==> src/rtl/draw_scheduler.sv <==
// Round-robin owner of the single VGA adapter write port.
// Each job re-arms the granted source with a one-cycle active-low reset,
// enables it, forwards its pixel stream (with off-screen clipping) and
// releases the port on the source's done flag or on a RUN-cycle timeout.
module draw_scheduler #(
    parameter int WIDTH          = 320,
    parameter int HEIGHT         = 240,
    parameter int TIMEOUT_CYCLES = 131072
) (
    input  logic        clock,
    input  logic        reset,
    input  logic [2:0]  req,
    input  logic [2:0]  done_in,
    input  logic [26:0] x_in,
    input  logic [26:0] y_in,
    input  logic [8:0]  colour_in,
    output logic [2:0]  src_en,
    output logic [2:0]  src_rst_n,
    output logic [8:0]  vga_x,
    output logic [7:0]  vga_y,
    output logic [2:0]  vga_colour,
    output logic        vga_plot,
    output logic [2:0]  grant,
    output logic        busy,
    output logic [2:0]  done_pulse,
    output logic        timeout_err
);

    typedef enum logic [1:0] {IDLE, ARM, RUN, FINISH} state_t;

    localparam logic [9:0]  WIDTH_L      = 10'(WIDTH);
    localparam logic [9:0]  HEIGHT_L     = 10'(HEIGHT);
    localparam logic [17:0] TIMEOUT_LAST = 18'(TIMEOUT_CYCLES - 1);

    state_t      state_reg, state_next;
    logic [1:0]  g_reg, g_next;
    logic [1:0]  last_reg, last_next;
    logic [17:0] counter_reg, counter_next;
    logic [2:0]  src_en_reg, src_en_next;
    logic [2:0]  src_rst_n_reg, src_rst_n_next;
    logic [8:0]  vga_x_reg, vga_x_next;
    logic [7:0]  vga_y_reg, vga_y_next;
    logic [2:0]  vga_colour_reg, vga_colour_next;
    logic        vga_plot_reg, vga_plot_next;
    logic [2:0]  grant_reg, grant_next;
    logic        busy_reg, busy_next;
    logic [2:0]  done_pulse_reg, done_pulse_next;
    logic        timeout_err_reg, timeout_err_next;

    // Per-source fields unpacked into 4-entry arrays so a 2-bit index is always in range
    logic [8:0] x_arr      [4];
    logic [8:0] y_arr      [4];
    logic [2:0] colour_arr [4];
    logic [3:0] done_vec;
    logic [3:0] req_vec;

    generate
        for (genvar gi = 0; gi < 3; gi++) begin : g_unpack
            assign x_arr[gi]      = x_in[9*gi +: 9];
            assign y_arr[gi]      = y_in[9*gi +: 9];
            assign colour_arr[gi] = colour_in[3*gi +: 3];
        end
    endgenerate

    assign x_arr[3]      = '0;
    assign y_arr[3]      = '0;
    assign colour_arr[3] = '0;
    assign done_vec      = {1'b0, done_in};
    assign req_vec       = {1'b0, req};

    logic [1:0] cand1, cand2, pick;
    logic [2:0] pick_onehot;
    logic [8:0] sel_x, sel_y;
    logic [2:0] sel_colour;
    logic       sel_done, in_range;

    // Round-robin pick: search last+1, last+2, last (mod 3); also selects the owner's stream
    always_comb begin
        cand1       = (last_reg == 2'd2) ? 2'd0 : last_reg + 2'd1;
        cand2       = (cand1 == 2'd2) ? 2'd0 : cand1 + 2'd1;
        pick        = last_reg;
        if (req_vec[cand1]) begin
            pick = cand1;
        end else if (req_vec[cand2]) begin
            pick = cand2;
        end
        pick_onehot = 3'(4'b0001 << pick);
        sel_x       = x_arr[g_reg];
        sel_y       = y_arr[g_reg];
        sel_colour  = colour_arr[g_reg];
        sel_done    = done_vec[g_reg];
        in_range    = ({1'b0, sel_x} < WIDTH_L) && ({1'b0, sel_y} < HEIGHT_L) && !sel_done;
    end

    // Next-state and next-output logic; every output is a register
    always_comb begin
        state_next       = state_reg;
        g_next           = g_reg;
        last_next        = last_reg;
        counter_next     = counter_reg;
        src_en_next      = 3'b000;
        src_rst_n_next   = 3'b111;
        vga_x_next       = vga_x_reg;
        vga_y_next       = vga_y_reg;
        vga_colour_next  = vga_colour_reg;
        vga_plot_next    = 1'b0;
        grant_next       = grant_reg;
        busy_next        = busy_reg;
        done_pulse_next  = 3'b000;
        timeout_err_next = timeout_err_reg;
        case (state_reg)
            IDLE: begin
                grant_next = 3'b000;
                busy_next  = 1'b0;
                if (|req) begin
                    g_next         = pick;
                    grant_next     = pick_onehot;
                    src_rst_n_next = ~pick_onehot;
                    busy_next      = 1'b1;
                    counter_next   = '0;
                    state_next     = ARM;
                end
            end
            ARM: begin
                src_en_next  = grant_reg;
                counter_next = '0;
                state_next   = RUN;
            end
            RUN: begin
                vga_x_next      = sel_x;
                vga_y_next      = sel_y[7:0];
                vga_colour_next = sel_colour;
                counter_next    = counter_reg + 18'd1;
                if (sel_done) begin
                    // Done beats a coincident timeout
                    done_pulse_next = grant_reg;
                    state_next      = FINISH;
                end else if (counter_reg == TIMEOUT_LAST) begin
                    timeout_err_next = 1'b1;
                    state_next       = FINISH;
                end else begin
                    src_en_next   = grant_reg;
                    vga_plot_next = in_range;
                end
            end
            FINISH: begin
                last_next  = g_reg;
                grant_next = 3'b000;
                busy_next  = 1'b0;
                state_next = IDLE;
            end
            default: state_next = IDLE;
        endcase
    end

    // State and output registers with asynchronous active-low reset
    always_ff @(posedge clock or negedge reset) begin
        if (!reset) begin
            state_reg       <= IDLE;
            g_reg           <= 2'd0;
            last_reg        <= 2'd2;
            counter_reg     <= '0;
            src_en_reg      <= 3'b000;
            src_rst_n_reg   <= 3'b000;
            vga_x_reg       <= '0;
            vga_y_reg       <= '0;
            vga_colour_reg  <= '0;
            vga_plot_reg    <= 1'b0;
            grant_reg       <= 3'b000;
            busy_reg        <= 1'b0;
            done_pulse_reg  <= 3'b000;
            timeout_err_reg <= 1'b0;
        end else begin
            state_reg       <= state_next;
            g_reg           <= g_next;
            last_reg        <= last_next;
            counter_reg     <= counter_next;
            src_en_reg      <= src_en_next;
            src_rst_n_reg   <= src_rst_n_next;
            vga_x_reg       <= vga_x_next;
            vga_y_reg       <= vga_y_next;
            vga_colour_reg  <= vga_colour_next;
            vga_plot_reg    <= vga_plot_next;
            grant_reg       <= grant_next;
            busy_reg        <= busy_next;
            done_pulse_reg  <= done_pulse_next;
            timeout_err_reg <= timeout_err_next;
        end
    end

    assign src_en      = src_en_reg;
    assign src_rst_n   = src_rst_n_reg;
    assign vga_x       = vga_x_reg;
    assign vga_y       = vga_y_reg;
    assign vga_colour  = vga_colour_reg;
    assign vga_plot    = vga_plot_reg;
    assign grant       = grant_reg;
    assign busy        = busy_reg;
    assign done_pulse  = done_pulse_reg;
    assign timeout_err = timeout_err_reg;

endmodule

==> config.mk <==
export PLATFORM = sky130hd
export DESIGN_NAME = draw_scheduler
export DESIGN_NICKNAME = d
export VERILOG_FILES = /design/src/rtl/draw_scheduler.sv
export SDC_FILE = /design/constraint.sdc
export NUM_CORES = 1
export LEC_CHECK = 0
export BUFFER_PORTS_ARGS = -buffer_cell sky130_fd_sc_hd__buf_2
export CAP_MARGIN = 30
export CORE_MARGIN = 3
export CORE_UTILIZATION = 50
export CTS_CLUSTER_SIZE = 28
export DETAILED_ROUTE_END_ITERATION = 6
export HOLD_SLACK_MARGIN = 0.03
export PLACE_DENSITY_LB_ADDON = 0.15
export SLEW_MARGIN = 25
export SYNTH_ARGS = -nofsm -noshare
export SYNTH_HDL_FRONTEND = slang
export SYNTH_SLANG_ARGS = --single-unit
==> constraint.sdc <==
create_clock -name clock -period 2.08 [get_ports clock]
set_input_delay 0.104 -clock clock [delete_from_list [all_inputs] [get_ports clock]]
set_output_delay 0.104 -clock clock [all_outputs]
set_load 0.02 [all_outputs]
Word-level counts from Yosys, hierarchy flattened --
Index checks and enable logic that the tools add are counted.
Word-level totals: bits in registers 59, input port bits 71, output and inout bits 35, word-level logic and storage cells 85
Cells by class: $add $sub $neg 3, order comparisons 6, equality and inequality tests 8, shift-type cells 1, mux-type cells 39, bitwise operators 3, reduce and logical (&&, ||, !) cells 11
Operator list (count):
- 18-bit case mux with 3 select lines | 1
- 9-bit binary-select mux with 2-bit select | 2
- 9-bit two-way mux | 4
- 3-bit two-way mux | 9
- 18-bit by 1-bit adder with 18-bit output (second input constant) | 1
- 18-bit by 17-bit == test with 1-bit output (second input constant) | 1
- 18-bit two-way mux | 1
- 2-bit two-way mux | 7
- 3-bit case mux with 2 select lines | 2
- 2-bit by 3-bit < comparator with 1-bit output (second input constant) | 3
- 9-bit by 8-bit < comparator with 1-bit output (second input constant) | 1
- 9-bit < comparator (second input constant) | 1
- 2-bit == test (second input constant) | 4
- 2-bit case mux with 4 select lines | 1
- 1-bit two-way mux | 7
- 1-bit binary-select mux with 2-bit select | 3
- 3-bit binary-select mux with 2-bit select | 1
- 2-bit AND reduction | 3
- 2-bit by 1-bit adder with 2-bit output (second input constant) | 2
- 3-bit greater-or-equal comparator (second input constant) | 1
- 3-bit inequality test (second input constant) | 1
- 2-bit inverter with 3-bit output | 1
- 3-bit inverter | 1
- 3-bit AND reduction | 1
- 11 further kinds | 12

Logic depth before layout (Yosys ltp) --
Gate-level depths: netlist of the first run.
depth after elaboration 12, mapped depth 8, mapped depth without buffers 7

Least setup slack after synthesis of the first run --
OpenSTA, ideal clock, no wires.
path kind reg-to-reg, start register state_reg[0], end register counter_reg[12], setup time 0.135 ns, arrival 1.633 ns, data required time 1.945 ns, slack 0.312 ns, stages on the path, launching flop included 8, path buffers 1, period minus slack after synthesis 1.768 ns, path through dfrtp_1 inv_1 ha_1 nor4b_4 or2_2 buf_2 nor2_1 nor2_1
Between the ends: cells in the longest elaborated chain, start to end 3, elaborated cells between the ends (all ways) 7, classes of those cells 3 x eq/ne; 1 x mux; 3 x reduce/logical
RTL lines:
- start: declaration | RTL line 35 | state_t state_reg, state_next;
- start signal: assignment | RTL line 174 | state_reg <= state_next;
- 2-bit == test (tied with other cells) | RTL line 111 | case (state_reg)
- 3-bit nonzero test (no source line) / 2-bit inequality test (equally long branches)
- 2-bit AND reduction (no source line)
- end signal: assignment | RTL line 177 | counter_reg <= counter_next;
- end: declaration | RTL line 38 | logic [17:0] counter_reg, counter_next;
Several ways; a longest one is shown, not always the timed one. A chain may end at the register's enable or synchronous reset.

Final worst setup path of the first run --
start register state_reg[0], end register counter_reg[10]
Same word-level chain as after synthesis.

==> impl_metrics.csv, run 1 <==
group,metric,value,unit
routing,dr.pass1.iters,4,
logic_synthesis,synthAdderAreaFrac,2.466,%
sta,worst_pin_slew,621.5,ps
placement,hpwl,5809,um
global_routing,track_usage,22.74,%
clock_network,htreeDepth,3,
routing,wl_per_cell,14.89,um
clock_network,clock-sinks,59,
layout,num_antenna_cells,0,
global_routing,grt_pass1_wl,12910,um
routing,vias_per_cell,5.419,
global_routing,grt_pass1_vias,2823,
logic_synthesis,synth_seq_area_share,48.54,%
floorplan,start_util,53.32,%
critical_path,path_class,"register to register",
critical_path,arrival,2170,ps
layout,drive_above_1_share,34.62,%
global_routing,grt_overflow,0,
routing,vias,2769,
sta,rsz0062_at_grt,"false",
clock_network,clk_latency,330,ps
floorplan,placementRows,27,
layout,final_net_count,511,
routing,finalWirelength,7608,um
power_and_ir_drop,power.density,1428,nW/um2
layout,syn_to_final_growth,29.39,%
placement,gp_congestion,0.8427,
logic_synthesis,syn-num-nets,399,
logic_synthesis,synth_compound_area_share,14.39,%
logic_synthesis,synth_top_area_share,47.68,%
sta,setup_tns,0,ps
layout,largest_reg_flops,18,
critical_path,crit_path_start_kind,"register",
logic_synthesis,yosysUniqueCellTypes,47,
sta,setup_viol,0,
floorplan,ioPinCount,106,
clock_network,cts_max_path_buffers,2,
logic_synthesis,ys_ff_latch,59,
run_status,status,"finished clean",
clock_network,root_buffer,"clkbuf_8",
logic_synthesis,netlist_instances,322,
power_and_ir_drop,peakVddDrop,0.8146,mV
sta,drv_slew,0,
job,maxCapViolations,0,
sta,slew_headroom,58.56,%
logic_synthesis,synthTopCellsByArea,"dfrtp_1 (48%), mux2i_1 (7.2%), a21oi_1 (7.1%), nor2_1 (6.9%), nand2_1 (3.6%)",
power_and_ir_drop,leakage,1.948,nW
clock_network,clk_pin_slew,70,ps
floorplan,core,5709,um2
global_routing,antenna_found_initial,0,
routing,ant_nets,0,
sta,period_minus_slack,1920,ps
floorplan,die_y,84.03,um
sta,hold_viol,0,
layout,final_common_cell,"buf_2",
global_routing,grt_max_degree,47,
logic_synthesis,synthMuxAreaShare,8.344,%
routing,drc,0,
floorplan,dieArea,7060,um2
critical_path,endpoint_kind,"register",
logic_synthesis,synthSimpleGateAreaFrac,21.37,%
layout,layout_common_cells,"buf_2 (105), dfrtp_1 (58), nor2_1 (56)",
sta,max_freq,520.9,MHz
critical_path,rrSetupSlack,160,ps
routing,first_iter_violations,74,
critical_path,slowest_delay,420,ps
sta,fin_crit_sh,92.30,%
logic_synthesis,yosysTopAreaCell,"dfrtp_1",
logic_synthesis,mappedNetlistArea,3044,um2
critical_path,path_cells,"inv_1 > ha_2 > nor4b_4 > buf_4 > nor2_4 > nand2_2 > or3_1 > o21ai_0",
critical_path,cp_max_fo,8,
min_path,hold_class,"input pin to register",
critical_path,crit_path_top_delay_cell,"dfrtp_1",
clock_network,cts_tree,"built",
layout,n_fill_cell,453,
floorplan,die_w,84.03,um
critical_path,critPathRequiredTime,2330,ps
critical_path,crit_buf_inv,2,
sta,finClkSkew,8.048,ps
clock_network,cts_buffers,9,
logic_synthesis,synth_top_family_by_area,"simple AND/OR/NAND/NOR gates",
logic_synthesis,ys_warn_count,0,
logic_synthesis,synth-xor-area-share,1.726,%
placement,port_buffers,105,
logic_synthesis,postSynthAreaPerCell,9.454,um2
critical_path,path_delay_family,"simple AND/OR/NAND/NOR gates",
sta,whs,63.15,ps
-- logic make-up (layout without fill, tap and decap cells) --
family	after synthesis	count (layout)
flip-flops	59	59
AND/OR/NAND/NOR	130	130
multiplexers	25	25
XOR/XNOR	6	6
buffers and inverters	20	137
adder cells (fa/ha/maj)	6	6
AO/OA/AOI/OAI	76	76
-- layout make-up --
| class | instances | area, um2 | area share [%] |
|---|---|---|---|
| Multi-Input combinational cell | 243 | 1486 | 37.74 |
| Clock inverter | 6 | 88.84 | 2.255 |
| Sequential cell | 59 | 1478 | 37.52 |
| Inverter | 4 | 15.01 | 0.3812 |
| Tap cell | 72 | 90.09 | 2.287 |
| Timing Repair Buffer | 117 | 643.1 | 16.33 |
| Clock buffer | 10 | 137.6 | 3.494 |
-- layer usage --
metal  track usage (%)  share of wire [%]  up-vias  wire length (um)
li1                  -                  -     1356                 -
met2             39.38                 51       98              3895
met1             27.03                 41     1299              3109
met5                 0                  0        -                 0
met3             4.936                5.8       16               439
met4             9.649                2.1        0               163
-- report_power, final --
group	internal (W)	switching [W]
combinational	0.00103	0.00166
sequential	0.00152	0.000234
clock	0.000707	0.000477
-- worst reg2reg max path, cell delays in order, from the launching register on --
cell     delay [ps]
dfrtp_1         420
inv_1            90
ha_2            220
nor4b_4         140
buf_4           160
nor2_4          210
nand2_2         170
or3_1           360
o21ai_0          70
-- through the flow --
step / cell area, um2 / total power, W / instances / util [%] / setup slack, ps
floorplan: 3044 / 0.003593 / 322 / - / 312.5
global placement: 3674 / 0.004358 / 492 / 64.34 / 262.2
detailed placement: 3674 / 0.004453 / 492 / 64.34 / 143.7
CTS: 3910 / 0.005649 / 509 / 68.49 / 142.6
global route: 3939 / 0.006037 / 511 / 68.99 / 59.54
finish: 3939 / 0.005623 / 511 / 68.99 / 160.2
-- final timing paths --
path / startpoint / to / cells after the start
max in group asynchronous: reset / last_reg[1] / 3
setup / recovery: state_reg[0] / counter_reg[10] / 8
setup reg to reg: state_reg[0] / counter_reg[10] / 8
hold reg to reg: busy / busy / 2
min in group asynchronous: reset / counter_reg[8] / 2
hold / removal: y_in[11] / vga_y[2] / 3
-- synth_stat cells, drive strengths merged --
cell,instances
dfrtp,58
nor2,58
a21oi,44
nand2,29
mux2i,22
o21ai,14
nand3,11
buf,10
nand4,7
clkbuf,6
ha,6
o31ai,5
xor2,5
a21o,4
and3,4
inv,4
and4,3
mux2,3
nor2b,3
o211ai,3
or2,3
or3,3
and2,2
nor4,2
nor4b,2
a21boi,1
a22o,1
a31oi,1
and4bb,1
dfstp,1
nand2b,1
nand3b,1
o21bai,1
o22a,1
o41ai,1
xnor2,1
-- what timing repair did --
action,in CTS,in global routing
hold buffers,1,0
resized for setup,0,3
endpoints found under the setup margin,0,2
setup buffers,0,2
hold endpoints to repair,26,0
(Power assumes the default switching activity.)
==> run 2: changes to the inputs <==
- CORE_UTILIZATION: 50 -> 29
==> impl_metrics.csv, run 2 (same netlist as run 1, synthesis figures left out) <==
group,metric,value,unit
min_path,hold_class,"input pin to register",
layout,syn_to_final_growth,30.42,%
routing,finalWirelength,7721,um
sta,hold_viol,0,
floorplan,start_util,30.44,%
layout,n_fill_cell,1047,
sta,slew_headroom,59.25,%
placement,gp_congestion,0.7637,
floorplan,die_w,108.5,um
sta,worst_pin_slew,611.3,ps
layout,layout_common_cells,"buf_2 (105), dfrtp_1 (58), nor2_1 (56)",
routing,vias_per_cell,4.685,
critical_path,r2r_end,"counter_reg[17]",
clock_network,cts.repair.resized,0,
routing,wl_met2,3735,um
layout,num_antenna_cells,0,
sta,whs,41.03,ps
routing,wl_met1,3466,um
clock_network,root_buffer,"clkbuf_8",
clock_network,clk_latency,340,ps
global_routing,grt_pass1_vias,2638,
clock_network,cts_max_path_buffers,2,
critical_path,crit_path_start_kind,"register",
power_and_ir_drop,peakVddDrop,0.5107,mV
floorplan,die_y,108.5,um
sta,finClkSkew,9.895,ps
critical_path,endpoint_kind,"register",
critical_path,rrSetupSlack,190,ps
clock_network,cts_setup_buffers,0,
global_routing,grt_overflow,0,
global_routing,grt_max_degree,38,
routing,vias,2680,
power_and_ir_drop,leakage,1.941,nW
sta,max_freq,529.8,MHz
global_routing,grt_pass1_wl,12810,um
layout,drive_above_1_share,33.71,%
sta,setup_tns,0,ps
sta,drv_slew,0,
critical_path,path_class,"register to register",
run_status,status,"finished clean",
routing,dr.pass1.iters,4,
critical_path,cp_max_fo,10,
critical_path,critPathRequiredTime,2350,ps
layout,final_net_count,511,
floorplan,dieArea,11760,um2
clock_network,clock-sinks,59,
layout,final_common_cell,"buf_2",
job,maxCapViolations,0,
sta,fin_crit_sh,90.75,%
critical_path,arrival,2160,ps
sta,setup_viol,0,
routing,wl_met3,363,um
floorplan,placementRows,36,
critical_path,crit_path_end,"counter_reg[17]",
routing,drc,0,
global_routing,antenna_found_initial,0,
routing,first_iter_violations,54,
sta,period_minus_slack,1888,ps
critical_path,crit_start,"state_reg[1]",
floorplan,ioPinCount,106,
critical_path,reg2reg_from,"state_reg[1]",
clock_network,cts_buffers,9,
floorplan,core,10000,um2
placement,port_buffers,105,
routing,top_layer_used,"met4",
routing,wl_per_cell,13.50,um
clock_network,htreeDepth,3,
routing,ant_nets,0,
global_routing,track_usage,14.06,%
clock_network,clk_pin_slew,60,ps
clock_network,cts_hold_buf,1,
sta,rsz0062_at_grt,"false",
clock_network,cts_tree,"built",
placement,hpwl,6023,um
layout,largest_reg_flops,18,
critical_path,r2r_cells,7,
power_and_ir_drop,power.density,1376,nW/um2
-- run 2: cell types whose count changed in the layout (fill, tap and decap cells not counted), sizes merged --
cell and change:
clkinvlp -2, clkbuf +4, bufinv -1, clkinv -1
-- run 2: worst min path at each step --
stage,start,end,cells past startpoint
6_report,y_in[17],vga_plot,4
3_5_place_dp,reset,vga_colour[1],1
3_3_place_gp,reset,counter_reg[6],1
4_1_cts,y_in[17],vga_plot,4
2_1_floorplan,reset,busy,0
5_1_grt,colour_in[5],vga_colour[2],3
-- run 2: area by class of cell --
cell class / instances / area [um2] / area share [%]
Clock buffer: 14 / 172.7 / 4.349
Clock inverter: 2 / 35.03 / 0.8824
Inverter: 4 / 15.01 / 0.3782
Multi-Input combinational cell: 243 / 1473 / 37.09
Sequential cell: 59 / 1478 / 37.22
Tap cell: 133 / 166.4 / 4.192
Timing Repair Buffer: 117 / 630.6 / 15.88
-- run 2: through the flow --
stage	power (W)	std cells	setup slack, ps	instance area, um2	utilization [%]
finish	0.005463	572	192.5	3970	39.70
global route	0.005917	572	1.285	3970	39.70
CTS	0.005554	572	193.7	3970	39.70
detailed placement	0.004447	555	221.6	3752	37.53
global placement	0.004413	555	275.4	3752	37.53
floorplan	0.003593	322	312.5	3044	-
-- run 2: worst max-delay path: stages, from the launching register on --
cell     delay (ps)
dfrtp_1         430
inv_1           100
ha_1            240
nor4b_4         390
or2_2           320
nor2_1           60
buf_4           170
nor2_1          110
-- run 2: report_power, final --
group / internal [W] / total, W / switching (W)
Sequential: 0.00152 / 0.00176 / 0.000243
Combinational: 0.00100 / 0.00262 / 0.00162
Clock: 0.000650 / 0.00108 / 0.000429
Total: 0.00317 / 0.00546 / 0.00229
-- run 2: routing by layer --
| metal | GRT usage, % | vias up |
|---|---|---|
| met3 | 3.284 | 12 |
| met1 | 17.85 | 1245 |
| met2 | 22.64 | 69 |
| met5 | 0 | - |
| met4 | 6.492 | 0 |
| li1 | - | 1354 |
